$ cat src/rtl/counter_seq.sv
// counter_seq: run controller for the tile counter; COUNTER_SEQ_IRQ_EN adds a sticky irq
module counter_seq #(
  parameter int BITS = 4,
  parameter int PRESCALE = 1,
  parameter logic [BITS-1:0] LIMIT_RST = {BITS{1'b1}}
) (
  input  logic            clk,
  input  logic            rst,
  input  logic            cmd_valid,
  input  logic [1:0]      cmd_op,
  input  logic [BITS-1:0] cmd_arg,
  output logic            cmd_ready,
  input  logic [BITS-1:0] count_i,
  output logic            cnt_clr,
  output logic            cnt_en,
  output logic            busy,
  output logic            done,
  output logic [1:0]      state_o,
  output logic            irq,
  input  logic            irq_clr
);
  localparam int PW = PRESCALE > 1 ? $clog2(PRESCALE) : 1;
  typedef enum logic [1:0] {IDLE, CLR, RUN, HOLD} state_t;
  state_t state, state_nx;
  logic [PW-1:0] pre;
  logic [BITS-1:0] limit;
  logic periodic, acc, start, stop, load, term;
  assign acc = cmd_valid & cmd_ready;
  assign start = acc & ~cmd_op[1];
  assign stop = acc & (cmd_op == 2'b10);
  assign load = acc & (cmd_op == 2'b11);
  // limit-1 wraps, so a zero limit terminates after the full 2^BITS ticks
  assign term = cnt_en & (count_i == limit - BITS'(1));
  always_ff @(posedge clk or posedge rst)
    if (rst) state <= IDLE;
    else state <= state_nx;
  always_comb
    state_nx = stop ? IDLE : start ? CLR : state == CLR ? RUN :
               term ? (periodic ? CLR : HOLD) : state;
  always_comb begin
    cmd_ready = state != CLR;
    cnt_clr = state == CLR;
    busy = state == CLR || state == RUN;
    cnt_en = state == RUN && pre == PW'(PRESCALE - 1);
    state_o = state;
  end
  always_ff @(posedge clk or posedge rst)
    if (rst) begin
      pre <= '0;
      limit <= LIMIT_RST;
      periodic <= 1'b0;
      done <= 1'b0;
    end else begin
      pre <= (state != RUN || cnt_en) ? '0 : pre + PW'(1);
      limit <= load ? cmd_arg : limit;
      periodic <= start ? cmd_op[0] : periodic;
      done <= term & ~stop;
    end
`ifdef COUNTER_SEQ_IRQ_EN
  always_ff @(posedge clk or posedge rst)
    if (rst) irq <= 1'b0;
    else irq <= done | (irq & ~irq_clr);
`else
  logic unused_irq_clr;
  assign unused_irq_clr = irq_clr;
  assign irq = 1'b0;
`endif
endmodule

$ cat config.mk
export PLATFORM = sky130hd
export DESIGN_NAME = counter_seq
export DESIGN_NICKNAME = d
export VERILOG_FILES = /design/src/rtl/counter_seq.sv
export SDC_FILE = /design/constraint.sdc
export NUM_CORES = 1
export LEC_CHECK = 0
export BUFFER_PORTS_ARGS = -buffer_cell sky130_fd_sc_hd__buf_2
export CELL_PAD_IN_SITES_DETAIL_PLACEMENT = 2
export CELL_PAD_IN_SITES_GLOBAL_PLACEMENT = 2
export CORE_MARGIN = 4
export CORE_UTILIZATION = 26
export DETAILED_ROUTE_END_ITERATION = 12
export HOLD_SLACK_MARGIN = 0.1
export PLACE_DENSITY = 0.79
export SYNTH_ARGS = -nofsm -noshare
export SYNTH_HDL_FRONTEND = slang
export SYNTH_SLANG_ARGS = --single-unit
$ cat constraint.sdc
create_clock -name clk -period 1.9 [get_ports clk]
set_input_delay 0.38 -clock clk [delete_from_list [all_inputs] [get_ports clk]]
set_output_delay 0.38 -clock clk [all_outputs]
set_load 0.01 [all_outputs]
# After elaboration in Yosys (flattened, before gate mapping)
# Index checks and enable logic that the tools add are counted.
[word_totals]
ramBits = 0
mem_bits_ro = 0
elab_cells = 33
in_bits = 14
mem_count = 0
ff_bits = 9
latchBits = 0
[classes]
div_mod_pow = 0
n_reduce_logical = 4
n_addsub = 2
eq_ne = 7
order_cmp = 0
n_mux = 6
bitwise = 9
shifts = 0
mul = 0
[op_table]
columns = ["cell", "n"]
rows = [
  ["2-to-1 mux 2 bit", 5],
  ["bitwise AND 1 bit", 6],
  ["== test 2 bit (second input constant)", 3],
  ["== test 4 bit", 1],
  ["nonzero test 4 bit", 1],
  ["subtractor 4 x 1 -> 4 bit (second input constant)", 1],
  ["NOT 1 bit", 3],
  ["== test 2 x 1 -> 1 bit (second input constant)", 1],
  ["logical OR 1 bit", 2],
  ["!= test 2 x 1 -> 1 bit (second input constant)", 1],
  ["!= test 2 bit (second input constant)", 1],
  ["adder 1 bit (second input constant)", 1],
  ["logical AND 1 bit", 1],
  ["2-to-1 mux 1 bit", 1],
]

# Longest topological paths before layout
# Gate-level depths: netlist of the first run.
[depth]
word_depth = 7
depth_mapped = 6
mapped_depth_nobuf = 6

# Worst setup path before layout of the first run
# No wires, ideal clock.
[synth_timing]
kind = "reg2reg"
start = "register limit[0]"
end = "register state[1] (netlist: state_o[1])"
path_stages_with_launch = 7
setup_slack_ns = 0.249
n_path_buf = 0
synth_period_minus_slack_ns = 1.651
arrival_time_ns = 1.523
setup_ns = 0.128
path_cell_list = "dfstp_2 -> inv_1 -> ha_1 -> xor2_1 -> xnor2_1 -> nand4_1 -> mux2_1"
[synth_between]
elab_chain_len = 4
[synth_rtl]
columns = ["element", "line_no", "rtl"]
rows = [
  ["start: declaration", "26", "logic [BITS-1:0] limit;"],
  ["start signal: assignment", "55", "limit <= load ? cmd_arg : limit;"],
  ["subtractor 4 x 1 -> 4 bit", "33", "assign term = cnt_en & (count_i == limit - BITS'(1));"],
  ["== test 4 bit", "33", ""],
  ["bitwise AND 1 bit", "33", ""],
  ["nonzero test 4 bit (no line)", "n/a", ""],
  ["end signal: assignment", "36", "else state <= state_nx;"],
  ["end: declaration", "24", "state_t state, state_nx;"],
]
# No other way between the ends.
# A chain may end at the register's enable or synchronous reset.

# Worst setup path after layout of the first run
# Same ends and word-level chain as after synthesis.

==> results.py, run 1 <==
metrics = {
    "grt": {
        "grtUsageTotal_pct": 11.4,
        "grt_pass1_wl_mm": 2.06,
        "grt_pass1_vias": 422,
        "grt_max_degree": 10,
        "antenna_found_initial": 0,
        "overflow": 0,
    },
    "die": {
        "initial_utilization_pct": 28.6,
        "die_x_um": 52.3,
        "die_area_um2": 2730,
        "fp.dieH_um": 52.3,
        "floorplan.rows": 15,
        "pin_count": 22,
        "core_area_um2": 1780,
    },
    "place": {
        "dpl_worst_slack_ps": 75.1,
        "gp_congestion": 0.701,
        "io_buffers": 19,
    },
    "synthesis": {
        "synth.cells.most_frequent": "8 x inv_1, 5 x dfrtp_1, 5 x mux2_2, 4 x dfstp_2, 4 x xnor2_1",
        "synth.area.top_cells": "dfrtp_1 25%, dfstp_2 21%, mux2_2 11%",
        "synthFlopType": "dfrtp_1",
        "synth_seq_cells": 9,
        "synthArstFlopShare_pct": 100,
        "synth_cell_types": 21,
        "synth.most_common_cell": "inv_1",
        "ys_seq_area_share_pct": 45.2,
        "syn_area_um2": 509,
        "avgSynthCellArea_um2": 10.6,
        "synth_edf_count": 0,
        "syn_inst": 48,
        "yosysTopAreaCell": "dfrtp_1",
        "synth_top_area_share_pct": 24.6,
        "ys_warn_count": 0,
    },
    "sta": {
        "postLayoutSetupSlackWorst_ps": 153,
        "fin_crit_sh_pct": 91.9,
        "hold_slack_ps": 340,
        "maxSlewViolCount": 0,
        "finalCriticalPeriod_ps": 1750,
        "fin_tns_setup_ps": 0,
        "fmax_mhz": 572,
        "setup_viol": 0,
        "skew_ps": 7.47,
        "hold_violations": 0,
        "rsz0062_at_grt": "no",
    },
    "power": {
        "ir_drop_uv": 525,
        "power.leakage_nw": 0.340,
        "power_density_nw_per_um2": 1390,
    },
    "min_path": {
        "hold_class": "primary input to flip-flop",
        "min_from": "cmd_valid",
    },
    "final_layout": {
        "layout-drive-gt1-share_pct": 44.4,
        "final-seq-area_um2": 230,
        "n_fill_cell": 206,
        "syn_to_final_growth_pct": 31.2,
        "nets": 90,
        "multi_input_area_um2": 245,
        "diodes": 0,
    },
    "worst_setup_path": {
        "rr_startpoint": "limit[0]",
        "critPathArrivalTime_ps": 1900,
        "crit_start": "limit[0]",
        "critical_path_class": "flip-flop to flip-flop",
        "critPathCaptureType": "flip-flop",
        "required_ps": 2050,
        "start_kind": "flip-flop",
        "path_max_fanout": 4,
    },
    "detailed_routing": {
        "routed_wl_mm": 1.22,
        "post_drt_wl_per_cell_um": 12.6,
        "dr.pass1.iters": 3,
        "vias_per_cell": 4.35,
        "ant_nets": 0,
        "vias": 422,
        "drtIter0Drc": 4,
        "remaining_drc_errors": 0,
    },
    "clocking": {
        "cts_tree": "done",
        "cts_sinks": 9,
        "ctsHtreeMaxLevel": 1,
        "root_buffer": "clkbuf_4",
        "insertion_delay_ps": 260,
        "clockBufferDepth": 2,
        "numCtsBuffers": 3,
        "clk_pin_slew_ps": 60,
        "post_cts_buffers": 0,
    },
    "run": {
        "drv_cap": 0,
    },
    "status": {
        "status": "completed",
    },
}
==> cell usage in the layout, fill, tap and decap left out, drive strengths merged <==
master | netlist | routed
and2 | 1 | 1
conb | 1 | 2
dfstp | 4 | 4
nor2 | 2 | 2
a221oi | 1 | 1
xnor2 | 4 | 4
mux2 | 6 | 6
and2b | 1 | 1
dfrtp | 5 | 5
nor2b | 1 | 1
nand4 | 1 | 1
o21ai | 2 | 2
a21boi | 1 | 1
nand3 | 1 | 1
nor3 | 1 | 1
a21oi | 2 | 2
buf | 1 | 19
clkbuf | 0 | 4
inv | 8 | 8
dlygate4sd3 | 0 | 1
xor2 | 2 | 2
ha | 3 | 3
==> report_power, final <==
group	total (W)	internal, W	switching [W]
Combinational	0.000429	0.000216	0.000214
Clock	0.000148	0.0000809	0.0000673
Sequential	0.000352	0.000291	0.0000608
Total	0.000930	0.000588	0.000342
==> layer usage <==
metal / vias to the layer above / GRT usage (%) / routed length, µm
met3: 5 / 6.55 / 94
met2: 13 / 17.6 / 640
met4: 0 / 7.66 / 36
li1: 203 / - / -
met5: - / 0 / 0
met1: 201 / 11.5 / 453
==> registers in the layout, indices dropped and copies added, names as in the netlist <==
name and count:
pre 1, limit 4, state_o 2, periodic 1, done 1
==> critical path: stages, from the launching register on <==
cell and delay [ps]:
dfstp_2 560, inv_1 50, ha_1 290, xnor2_1 130
nor2_1 120, nand4_1 170, mux2_2 320
==> worst paths after layout <==
kind                               to  cells after the start  slack [ps]
max in group asynchronous    limit[2]                      3         980
min                        state_o[0]                      2         340
max reg2reg                state_o[1]                      6         150
min in group asynchronous         pre                      3         620
min reg2reg                  periodic                      1         550
max                        state_o[1]                      6         150
==> metrics by stage <==
| stage | cell area (µm²) | util [%] | cells | power, W |
|---|---|---|---|---|
| finish | 668 | 37.5 | 97 | 0.000930 |
| detailed placement | 632 | 35.4 | 92 | 0.000793 |
| CTS | 668 | 37.5 | 97 | 0.000954 |
| global placement | 632 | 35.4 | 92 | 0.000760 |
| global route | 668 | 37.5 | 97 | 0.00103 |
| floorplan | 513 | - | 49 | 0.000635 |
==> timing repair <==
action                                 CTS  global route
hold buffers                             1             0
endpoints found under the hold margin    5             0
setup endpoints to repair                0             1
gates resized for setup                  0             1
==> layout make-up <==
cell class	instances	share of cell area, %
Multi-Input combinational cell	31	36.7
Sequential cell	9	34.5
Timing Repair Buffer	20	15.7
Tap cell	25	4.68
Inverter	8	4.49
Clock buffer	4	3.93
==> logic make-up (layout without fill, tap and decap cells) <==
logic type | count (synthesis) | after routing | synth area share, %
DFF | 9 | 9 | 45.2
buffers and inverters | 9 | 32 | 7.37
and+or+nand+nor | 8 | 8 | 8.60
AOI/OAI and AO/OA | 6 | 6 | 7.13
xor gates and xnor gates | 6 | 6 | 10.3
muxes | 6 | 6 | 13.3
adders and majority gates | 3 | 3 | 7.37
other | 1 | 2 | 0.736
Note: power is estimated with default switching activity, not from simulation.
==> run 2, diff against run 1 <==
Settings changed: CORE_UTILIZATION 26 to 28, CTS_BUF_LIST set to sky130_fd_sc_hd__clkbuf_4, PLACE_DENSITY 0.79 to unset, PLACE_DENSITY_LB_ADDON set to 0.1.
==> results.py, run 2 (synthesized netlist as in run 1, its figures left out) <==
metrics = {
    "status": {
        "status": "completed",
    },
    "final_layout": {
        "diodes": 0,
        "syn_to_final_growth_pct": 33.4,
        "layout-drive-gt1-share_pct": 45.2,
        "regMostFlops": "limit",
        "largest_reg_flops": 4,
        "nets": 91,
        "final_common_cell": "buf_2",
        "final_cell_mix": "19 x buf_2, 8 x inv_1, 5 x mux2_2, 5 x dfrtp_1",
        "n_fill_cell": 212,
    },
    "clocking": {
        "clk_pin_slew_ps": 60,
        "cts_tree": "done",
        "clockBufferDepth": 2,
        "cts_sinks": 9,
        "insertion_delay_ps": 260,
        "ctsHtreeMaxLevel": 1,
        "root_buffer": "clkbuf_4",
        "numCtsBuffers": 3,
    },
    "sta": {
        "finalCriticalPeriod_ps": 1790,
        "skew_ps": 4.12,
        "rsz0062_at_grt": "no",
        "fin_crit_sh_pct": 94.0,
        "hold_violations": 0,
        "maxSlewViolCount": 0,
        "fmax_mhz": 560,
        "fin_tns_setup_ps": 0,
        "setup_viol": 0,
    },
    "power": {
        "ir_drop_uv": 641,
        "power_density_nw_per_um2": 1370,
        "total_power_w": 0.000928,
        "power.leakage_nw": 0.347,
    },
    "die": {
        "pin_count": 22,
        "die_x_um": 50.6,
        "fp.dieH_um": 50.6,
        "core_area_um2": 1730,
        "die_area_um2": 2560,
        "floorplan.rows": 15,
        "initial_utilization_pct": 29.5,
    },
    "detailed_routing": {
        "dr.pass1.iters": 2,
        "vias": 424,
        "post_drt_wl_per_cell_um": 11.6,
        "routed_wl_mm": 1.14,
        "vias_per_cell": 4.33,
        "remaining_drc_errors": 0,
        "ant_nets": 0,
        "drtIter0Drc": 3,
    },
    "place": {
        "dpl.hpwl_um": 970,
        "gp_congestion": 0.718,
        "io_buffers": 19,
    },
    "grt": {
        "antenna_found_initial": 0,
        "overflow": 0,
        "grt_pass1_vias": 451,
        "grtUsageTotal_pct": 10.0,
        "grt_pass1_wl_mm": 1.86,
        "grt_max_degree": 10,
    },
    "worst_setup_path": {
        "critPathArrivalTime_ps": 1930,
        "path_max_fanout": 4,
        "start_kind": "flip-flop",
        "cp_slowest_cell": "dfstp_2",
        "required_ps": 2040,
        "critPathBufInv": 1,
        "critPathTopFamily": "flip-flops",
        "critPathCaptureType": "flip-flop",
        "critical_path.max_stage_delay_ps": 560,
        "r2r_slack_ps": 110,
        "path_cells": "inv_1 -> ha_1 -> xor2_1 -> xnor2_1 -> nand4_1 -> mux2_1",
        "critical_path_class": "flip-flop to flip-flop",
    },
    "run": {
        "drv_cap": 0,
    },
    "min_path": {
        "hold_class": "primary input to flip-flop",
    },
}
==> run 2: cell types whose count changed in the layout (fill, tap and decap cells not counted) <==
cell and delta:
buf_4 +1, clkbuf_1 -1, clkbuf_4 +1, mux2_1 +1
mux2_2 -1
==> run 2: stage by stage <==
stage | hold WS (ps) | instances | cell area, µm² | util (%) | setup WS, ps
after global placement | 362 | 92 | 632 | 36.6 | 80.0
after CTS | 343 | 97 | 672 | 38.9 | 36.0
after global routing | 345 | 98 | 679 | 39.3 | 10.2
after floorplan | 205 | 49 | 513 | - | 249
final | 347 | 98 | 679 | 39.3 | 113
after detailed placement | 357 | 92 | 632 | 36.6 | 48.9
==> run 2: cell type report <==
| class | count | area (µm²) | share of cell area, % |
|---|---|---|---|
| flip-flops and latches | 9 | 230 | 33.9 |
| clock buffers | 4 | 30.0 | 4.42 |
| inverters | 8 | 30.0 | 4.42 |
| multi-input cells | 31 | 245 | 36.1 |
| repair buffers | 21 | 113 | 16.6 |
| well taps | 25 | 31.3 | 4.60 |
==> run 2: worst paths after layout <==
| check | endpoint | cells past startpoint | start |
|---|---|---|---|
| setup / recovery | state_o[1] | 6 | limit[0] |
| hold / removal | state_o[0] | 2 | cmd_valid |
| hold reg to reg | periodic | 1 | periodic |
| min in group asynchronous | done | 3 | rst |
| max in group asynchronous | limit[0] | 3 | rst |
| setup reg to reg | state_o[1] | 6 | limit[0] |
==> run 2: where the power goes <==
group | leakage (nW) | switching (W) | total (W) | internal, W
Clock | 0.0184 | 0.0000658 | 0.000161 | 0.0000951
Sequential | 0.104 | 0.0000588 | 0.000350 | 0.000291
Combinational | 0.225 | 0.000204 | 0.000417 | 0.000213
Total | 0.347 | 0.000328 | 0.000928 | 0.000600
==> run 2: routing by layer <==
layer	GRT usage, %	routed length [µm]	vias up
met5	0	0	-
met4	4.04	18	0
met3	4.45	67	4
met2	16.3	543	12
met1	11.4	510	202
li1	-	-	206
==> run 2: repair_timing <==
action                     in CTS  in global routing
setup endpoints to repair       0                  1
buffers inserted                0                  1
hold endpoints to repair        5                  0
resized for setup               0                  0
hold buffers                    1                  0
